[src/rtl/riscv_pkg.sv]
// riscv_pkg: shared RISC-V constants and types for the memory stage.
//   - opcode / funct3 encodings seen on in_op = {funct3, opcode}
//   - access_size_e: byte/half/word/double access width
//   - mem_state_e:   memory-stage FSM states
//   - helpers: funct3 -> access size, alignment check, byte-enable mask
package riscv_pkg;

    localparam logic [6:0] OPC_LOAD  = 7'b0000011;
    localparam logic [6:0] OPC_STORE = 7'b0100011;

    // funct3 for loads; stores reuse the low four (SB/SH/SW/SD)
    localparam logic [2:0] F3_B  = 3'b000;
    localparam logic [2:0] F3_H  = 3'b001;
    localparam logic [2:0] F3_W  = 3'b010;
    localparam logic [2:0] F3_D  = 3'b011;
    localparam logic [2:0] F3_BU = 3'b100;
    localparam logic [2:0] F3_HU = 3'b101;
    localparam logic [2:0] F3_WU = 3'b110;

    typedef enum logic [1:0] {
        SZ_B = 2'd0,
        SZ_H = 2'd1,
        SZ_W = 2'd2,
        SZ_D = 2'd3
    } access_size_e;

    typedef enum logic [1:0] {
        ST_IDLE  = 2'd0,
        ST_ISSUE = 2'd1,
        ST_RESP  = 2'd2
    } mem_state_e;

    function automatic access_size_e size_of(input logic [2:0] funct3);
        access_size_e sz;
        case (funct3)
            F3_B, F3_BU: sz = SZ_B;
            F3_H, F3_HU: sz = SZ_H;
            F3_W, F3_WU: sz = SZ_W;
            F3_D:        sz = SZ_D;
            default:     sz = SZ_D;
        endcase
        return sz;
    endfunction

    function automatic logic is_misaligned(input access_size_e sz, input logic [2:0] off);
        logic mis;
        case (sz)
            SZ_H:    mis = off[0];
            SZ_W:    mis = |off[1:0];
            SZ_D:    mis = |off;
            default: mis = 1'b0;
        endcase
        return mis;
    endfunction

    // Byte-enable mask for lane 0; the caller shifts it to the byte offset.
    function automatic logic [7:0] be_mask(input access_size_e sz);
        logic [7:0] m;
        case (sz)
            SZ_B:    m = 8'h01;
            SZ_H:    m = 8'h03;
            SZ_W:    m = 8'h0F;
            default: m = 8'hFF;
        endcase
        return m;
    endfunction

endpackage

[src/rtl/load_align.sv]
// load_align: extracts a load value from a 64-bit memory doubleword.
//   rdata       in  64  doubleword returned by memory
//   offset      in  3   byte offset of the access inside the doubleword
//   size        in  2   access width (access_size_e)
//   is_unsigned in  1   zero-extend when set, sign-extend otherwise
//   data        out 64  right-justified, extended load value
module load_align
    import riscv_pkg::*;
(
    input  logic [63:0]  rdata,
    input  logic [2:0]   offset,
    input  access_size_e size,
    input  logic         is_unsigned,
    output logic [63:0]  data
);

    logic [63:0] shifted;

    always_comb begin
        shifted = rdata >> {offset, 3'b000};
        case (size)
            SZ_B:    data = is_unsigned ? {56'b0, shifted[7:0]}
                                        : {{56{shifted[7]}}, shifted[7:0]};
            SZ_H:    data = is_unsigned ? {48'b0, shifted[15:0]}
                                        : {{48{shifted[15]}}, shifted[15:0]};
            SZ_W:    data = is_unsigned ? {32'b0, shifted[31:0]}
                                        : {{32{shifted[31]}}, shifted[31:0]};
            default: data = shifted;
        endcase
    end

endmodule

[src/rtl/mem_stage.sv]
// mem_stage: pipeline memory stage between the ALU and register writeback.
// Non-memory results pass straight to writeback; loads and stores issue a
// single doubleword-aligned request and wait for dmem_ack.
//
//   clk, reset                      clock, async active-low reset
//   in_valid/in_op/in_data/in_addr  ALU result, {funct3,opcode}, data, store address
//   in_dest/in_wr_en/in_store/in_pc ALU destination, write enable, store flag, PC
//   flush                           kill the instruction presented this cycle
//   stall                           upstream hold (state != IDLE)
//   dmem_*                          data memory request / response
//   wb_*                            register writeback
//   misalign                        one-cycle pulse on a misaligned access
//
// state    | meaning
// ---------+-------------------------------------------------------------
// ST_IDLE  | accepting; non-memory ops write back the following cycle
// ST_ISSUE | dmem request held stable until dmem_ack is sampled high
// ST_RESP  | load writeback cycle (wb_en registered on the ack edge)
module mem_stage
    import riscv_pkg::*;
(
    input  logic        clk,
    input  logic        reset,
    input  logic        in_valid,
    input  logic [9:0]  in_op,
    input  logic [63:0] in_data,
    input  logic [63:0] in_addr,
    input  logic [4:0]  in_dest,
    input  logic        in_wr_en,
    input  logic        in_store,
    input  logic [31:0] in_pc,
    input  logic        flush,
    output logic        stall,
    output logic        dmem_req,
    output logic        dmem_we,
    output logic [63:0] dmem_addr,
    output logic [63:0] dmem_wdata,
    output logic [7:0]  dmem_be,
    input  logic        dmem_ack,
    input  logic [63:0] dmem_rdata,
    output logic        wb_en,
    output logic [4:0]  wb_dest,
    output logic [63:0] wb_data,
    output logic [31:0] wb_pc,
    output logic        misalign
);

    mem_state_e   state;
    access_size_e ld_size;
    logic [2:0]   ld_off;
    logic         ld_unsigned;
    logic [4:0]   ld_dest;
    logic [31:0]  ld_pc;
    logic [63:0]  ld_value;

    logic [6:0]   opcode;
    logic [2:0]   funct3;
    logic         is_load;
    logic         is_store;
    logic [63:0]  eff_addr;
    access_size_e acc_size;
    logic         acc_mis;

    assign opcode   = in_op[6:0];
    assign funct3   = in_op[9:7];
    assign is_store = in_store;
    assign is_load  = (opcode == OPC_LOAD) && !in_store;
    // Loads carry their effective address on the data bus; stores use in_addr.
    assign eff_addr = is_store ? in_addr : in_data;
    assign acc_size = size_of(funct3);
    assign acc_mis  = is_misaligned(acc_size, eff_addr[2:0]);

    assign stall = (state != ST_IDLE);

    load_align u_load_align (
        .rdata       (dmem_rdata),
        .offset      (ld_off),
        .size        (ld_size),
        .is_unsigned (ld_unsigned),
        .data        (ld_value)
    );

    always_ff @(posedge clk or negedge reset) begin
        if (!reset) begin
            state       <= ST_IDLE;
            dmem_req    <= 1'b0;
            dmem_we     <= 1'b0;
            dmem_addr   <= '0;
            dmem_wdata  <= '0;
            dmem_be     <= '0;
            wb_en       <= 1'b0;
            wb_dest     <= '0;
            wb_data     <= '0;
            wb_pc       <= '0;
            misalign    <= 1'b0;
            ld_size     <= SZ_B;
            ld_off      <= '0;
            ld_unsigned <= 1'b0;
            ld_dest     <= '0;
            ld_pc       <= '0;
        end else begin
            wb_en    <= 1'b0;
            misalign <= 1'b0;
            case (state)
                ST_IDLE: begin
                    if (in_valid && !flush) begin
                        if (is_load || is_store) begin
                            if (acc_mis) begin
                                misalign <= 1'b1;
                            end else begin
                                state       <= ST_ISSUE;
                                dmem_req    <= 1'b1;
                                dmem_we     <= is_store;
                                dmem_addr   <= {eff_addr[63:3], 3'b000};
                                dmem_be     <= be_mask(acc_size) << eff_addr[2:0];
                                dmem_wdata  <= is_store ? (in_data << {eff_addr[2:0], 3'b000}) : '0;
                                ld_size     <= acc_size;
                                ld_off      <= eff_addr[2:0];
                                ld_unsigned <= funct3[2];
                                ld_dest     <= in_dest;
                                ld_pc       <= in_pc;
                            end
                        end else begin
                            wb_en   <= in_wr_en && (in_dest != 5'd0);
                            wb_dest <= in_dest;
                            wb_data <= in_data;
                            wb_pc   <= in_pc;
                        end
                    end
                end
                ST_ISSUE: begin
                    if (dmem_ack) begin
                        dmem_req <= 1'b0;
                        dmem_we  <= 1'b0;
                        if (!dmem_we) begin
                            // rdata is only valid with ack, so writeback is
                            // captured on this edge and shown during RESP.
                            state   <= ST_RESP;
                            wb_en   <= (ld_dest != 5'd0);
                            wb_dest <= ld_dest;
                            wb_data <= ld_value;
                            wb_pc   <= ld_pc;
                        end else begin
                            state <= ST_IDLE;
                        end
                    end
                end
                ST_RESP: state <= ST_IDLE;
                default: state <= ST_IDLE;
            endcase
        end
    end

endmodule

[config.mk]
export PLATFORM = sky130hd
export DESIGN_NAME = mem_stage
export DESIGN_NICKNAME = d
export VERILOG_FILES = /design/src/rtl/riscv_pkg.sv /design/src/rtl/load_align.sv /design/src/rtl/mem_stage.sv
export SDC_FILE = /design/constraint.sdc
export NUM_CORES = 1
export LEC_CHECK = 0
export ABC_AREA = 1
export BUFFER_PORTS_ARGS = -buffer_cell sky130_fd_sc_hd__buf_2
export CAP_MARGIN = 20
export CORE_MARGIN = 5
export CORE_UTILIZATION = 25
export CTS_BUF_LIST = sky130_fd_sc_hd__clkbuf_2
export CTS_CLUSTER_SIZE = 10
export DETAILED_ROUTE_END_ITERATION = 6
export SYNTH_ARGS = -nofsm -noshare
export SYNTH_HDL_FRONTEND = slang
export SYNTH_HIERARCHICAL = 1
export SYNTH_SLANG_ARGS = --single-unit
[constraint.sdc]
create_clock -name clk -period 2.1 [get_ports clk]
set_input_delay 0.42 -clock clk [delete_from_list [all_inputs] [get_ports clk]]
set_output_delay 0.42 -clock clk [all_outputs]
set_load 0.01 [all_outputs]
; ---- Word level (Yosys, flattened, before mapping)
; Index checks and enable logic that the tools add are counted.
; Widths: inputs -> output; s select.
[classes]
eq_ne = 18
shift = 3
n_mux = 52
n_bitwise = 1
reduce_logical = 23
[ops]
columns = op, count
row1 = $mux 64, 9
row2 = $pmux 64 s3, 1
row3 = $mux 32, 4
row4 = $pmux 64 s2, 1
row5 = $pmux 32 s2, 1
row6 = $shl 64x6->64, 1
row7 = $shr 64x6->64, 1
row8 = $mux 8, 4
row9 = $pmux 8 s3, 1
row10 = $mux 5, 4
row11 = $mux 1, 15
row12 = $ne 2x2->1 const B, 6
row13 = $mux 2, 5
row14 = $pmux 5 s2, 1
row15 = $reduce_and 5->1, 2
row16 = $reduce_bool 5->1, 2
row17 = $eq 3x3->1 const B, 3
row18 = $reduce_and 4->1, 2
row19 = $reduce_or 2->1, 4
row20 = $shl 8x3->8, 1
row21 = $eq 7x2->1 const B, 1
row22 = $eq 2x1->1 const B, 3
row23 = $eq 2x2->1 const B, 3
row24 = $logic_not 2->1, 3
row25 = 13 further kinds, 19
[word_totals]
register_bits = 283
in_bits = 246
out_inout_bits = 242
wordCells = 113

; ---- Logic depth before layout (Yosys ltp)
[logic_depth]
ltp_word = 10
depth_mapped = 14
mapped_depth_nobuf = 11

; ---- Hierarchy
; Netlist, hierarchy kept.
[by_module_without_submodules]
columns = mod, instances, cells_per_inst, area_each_um2
row1 = mem_stage, 1, 1873, 14148.6
row2 = load_align, 1, 475, 2378.5

; ---- Worst setup path after synthesis
; No wires, ideal clock.
[synth_path]
kind = input-to-reg
from = input in_store
to = register dmem_wdata[10]
arrival_time_ns = 1.661
required_time_ns = 1.970
path_slack_ns = 0.309
cell_stages = 13
path_buffers = 4
path_cell_list = buf_4 -> inv_2 -> buf_6 -> nand2_4 -> nand2_2 -> nor2_4 -> nand3_2 -> nand2_2 -> nand2_4 -> buf_6 -> buf_4 -> nand2_1 -> o21ai_1
[synth_between]
elab_chain_len = 5
word_cells_on_any_way = 11
cone_classes = shift (1) / mux (3) / bitwise (1) / reduce/logical (6)
[synth_rtl]
columns = item, line
row1 = "start, declared", mem_stage.sv:30  ; input logic in_store,
row2 = "parallel branches: the longest is 5 deep, another holds $mux 64", --
row3 = "end signal, assigned", mem_stage.sv:116  ; dmem_wdata <= is_store ? (in_data << {eff_addr[2:0], 3'b000}) : '0;
row4 = "end, declared", mem_stage.sv:37  ; output logic [63:0] dmem_wdata,
; Parallel ways; which one is timed is not known.
; A chain may end at the register's enable or synchronous reset.

; ---- Worst setup path after layout
[layout_path]
from = register state[1]
to = output stall
[layout_between]
elab_chain_len = 1
[layout_rtl]
columns = item, line
row1 = "start, declared", mem_stage.sv:48  ; mem_state_e state;
row2 = "start signal, assigned", mem_stage.sv:85  ; state <= ST_IDLE;
row3 = "start signal, assigned", mem_stage.sv:111  ; state <= ST_ISSUE;
row4 = "start signal, assigned", mem_stage.sv:138  ; state <= ST_RESP;
row5 = $reduce_bool 2->1, mem_stage.sv:73  ; assign stall = (state != ST_IDLE);
row6 = "end, declared", mem_stage.sv:33  ; output logic stall,
; No other way between the ends.

==> results_dict.tcl <==
set metrics [dict create \
    status "finished, violations left" \
    failed_checks "negative setup slack" \
    critPathTopFamily "flip-flops" \
    area_delta_synth_final_pct 56.6 \
    clock_skew_ns 0.131 \
    hold_class "primary input to register" \
    worstHoldStart "dmem_rdata[1]" \
    power_density_mw_per_mm2 906 \
    r2r_end "wb_data[23]" \
    grt_overflow 0 \
    synth.cell_area_mm2 0.0165 \
    slew_viol_final 0 \
    path_depth 3 \
    cp.arrival_ns 1.80 \
    vias 20300 \
    ys_ff_latch 283 \
    rows 94 \
    r2r_slack_ns 0.05 \
    total_power_mw 23.5 \
    clock_latency_ns 1.14 \
    post_drt_via_cell_ratio 4.83 \
    whs_ns 0.0653 \
    final_cell_mix "nand2_1 (807), buf_2 (380), o21ai_0 (323)" \
    slew_headroom_pct 65.1 \
    ios 488 \
    layout-drive-gt1-share_pct 27.7 \
    cpMaxStageDelayCell "dfrtp_1" \
    antenna_found_initial 6 \
    cp-end-kind "output port" \
    wl_mm 87.8 \
    die_h_um 267 \
    worstMarginPinSlew_ns 0.523 \
    final_common_cell "nand2_1" \
    leakage_nw 13.5 \
    required_ns 1.68 \
    period_share_pct 106 \
    critPathKind "register to output port" \
    synth_cell_types 39 \
    critPathMaxFanout 2 \
    die_x_um 267 \
    coreArea_mm2 0.0656 \
    cts-root-buf "clkbuf_2" \
    drtPass1Iterations 6 \
    wire_per_inst_um 20.9 \
    rr_startpoint "ld_off[0]" \
    cts_tree "done" \
    vdd_drop_max_mv 0.485 \
    fmax_mhz 451 \
    critPathLaunch "state[1]" \
    worst_setup_path_start_kind "register" \
    cts_made_buffers 83 \
    crit_chain "nor2_4 > inv_2 > buf_6" \
    clkTransAtPathRegs_ns 0.09 \
    preCtsSetupSlack_ns -0.0303 \
    hpwl_mm 62.7 \
    grt_max_degree 84 \
    cap_viol_max_count 0 \
    dieArea_mm2 0.0714 \
    rsz0062_at_grt "true" \
    fin_ws_ns -0.120 \
    ctsHtreeMaxLevel 3 \
    nNetsFinal 3519 \
    ys_warn_count 6 \
    grt_pass1_wl_mm 125 \
    portBuffers 484 \
    gp_congestion 0.912 \
    drt_first_iter_violations 2075 \
    syn_inst 2348 \
    gr-usage-all-layers_pct 23.1 \
    setup_viol 18 \
    slowest_delay_ns 0.42 \
    cts_sinks 283 \
    drc_errors 0 \
    grt_pass1_vias 19700 \
    clockBufferDepth 3 \
    synth-seq-area-share_pct 42.8 \
    fin_crit_ns 2.22 \
    cp-endpoint "stall" \
    ff2ff_path_depth 8 \
    hold_viol 0 \
    ant_nets 0 \
    syn_avg_cell_area_um2 7.04 \
    crit_buf_inv 2 \
    start_util_pct 25.2 \
]
-- cell type report --
cell class              count  area, um^2
well taps                 864        1080
repair buffers           1023        8340
clock inverters            37         270
fillers                  6759       39700
flip-flops and latches    283        7090
clock buffers             110         551
diodes                      9        22.5
inverters                 139         542
multi-input cells        1743        7980
-- power breakdown --
part	total [mW]	internal, mW	switching (mW)	leakage [nW]
Sequential	7.89	6.87	1.03	3.60
Combinational	10.8	5.00	5.85	9.29
Clock	4.72	1.96	2.76	0.590
-- cell families (layout without fill, tap and decap cells) --
kind of cell	after synthesis	after routing	share of synthesized area, %
other cells	1	12	0.0227
compound gates	555	555	17.4
simple gates	1183	1183	30.3
mux	2	2	0.121
flops	283	283	42.8
buf+inv	324	1309	9.36
-- cell usage after synthesis (all sizes together) --
cell	count	area [um^2]
nor3	4	25.0
o21ai	504	2530
nand2	832	3190
or2	9	56.3
clkinv	2	7.51
dfrtp	283	7080
conb	1	3.75
buf	90	658
o211ai	28	210
and3	1	6.26
clkbuf	95	359
nor2	40	160
and2	1	6.26
nand3b	1	7.51
o22ai	1	6.26
inv	137	522
nor3b	1	7.51
mux2i	2	20.0
nand3	259	1330
a21oi	18	93.8
o31ai	4	30.0
nand4	35	219
-- per-layer routing --
metal  vias up  part of all wire, %  wire [um]  GRT usage, %
li1       9661                    -          -             -
met1      9484                   42      36600          30.2
met2       976                   47      41000          37.9
met3       186                  8.3       7330          5.67
met4         0                  3.3       2930          7.53
met5         -                    0          0             0
-- worst min-delay path by stage --
stage | to | slack [ns] | cells after the start
floorplan | dmem_addr[10] | 0.12 | 0
global placement | dmem_be[1] | 0.33 | 1
global route | wb_data[38] | -0.02 | 6
detailed placement | dmem_be[1] | 0.34 | 1
CTS | wb_data[10] | 0.002 | 8
finish | wb_data[1] | 0.07 | 7
-- registers in the layout (all words and copies together), names as in the netlist, 2 cells and up --
register / cells
dmem_be: 8
wb_pc: 32
state: 2
ld_dest: 5
dmem_wdata: 64
dmem_addr: 61
ld_off: 3
wb_dest: 5
ld_size: 2
wb_data: 64
ld_pc: 32
-- repair_timing --
action | 4_1_cts | 5_1_grt
pin swaps | 2 | 7
hold endpoints to repair | 549 | 0
gates cloned | 1 | 3
setup buffers | 59 | 40
hold buffers | 292 | 0
endpoints found under the setup margin | 216 | 212
gates resized for setup | 142 | 66
-- through the flow --
stage | setup TNS [ns] | cells | utilization, % | cell area, um^2
floorplan | 0 | 2350 | - | 16500
global placement | -0.169 | 3657 | 31.3 | 20500
detailed placement | -0.207 | 3657 | 31.3 | 20500
CTS | -16.20 | 4156 | 38.5 | 25300
global route | -25.52 | 4207 | 39.4 | 25900
finish | -0.483 | 4208 | 39.4 | 25900
-- worst min-delay path: stages --
cell and delay (ns):
buf_2 0.09, nand2_1 0.06, nand3_1 0.05, o21ai_0 0.08, o21ai_1 0.09, o21ai_1 0.16
o21ai_1 0.08
(Power assumes the default switching activity.)
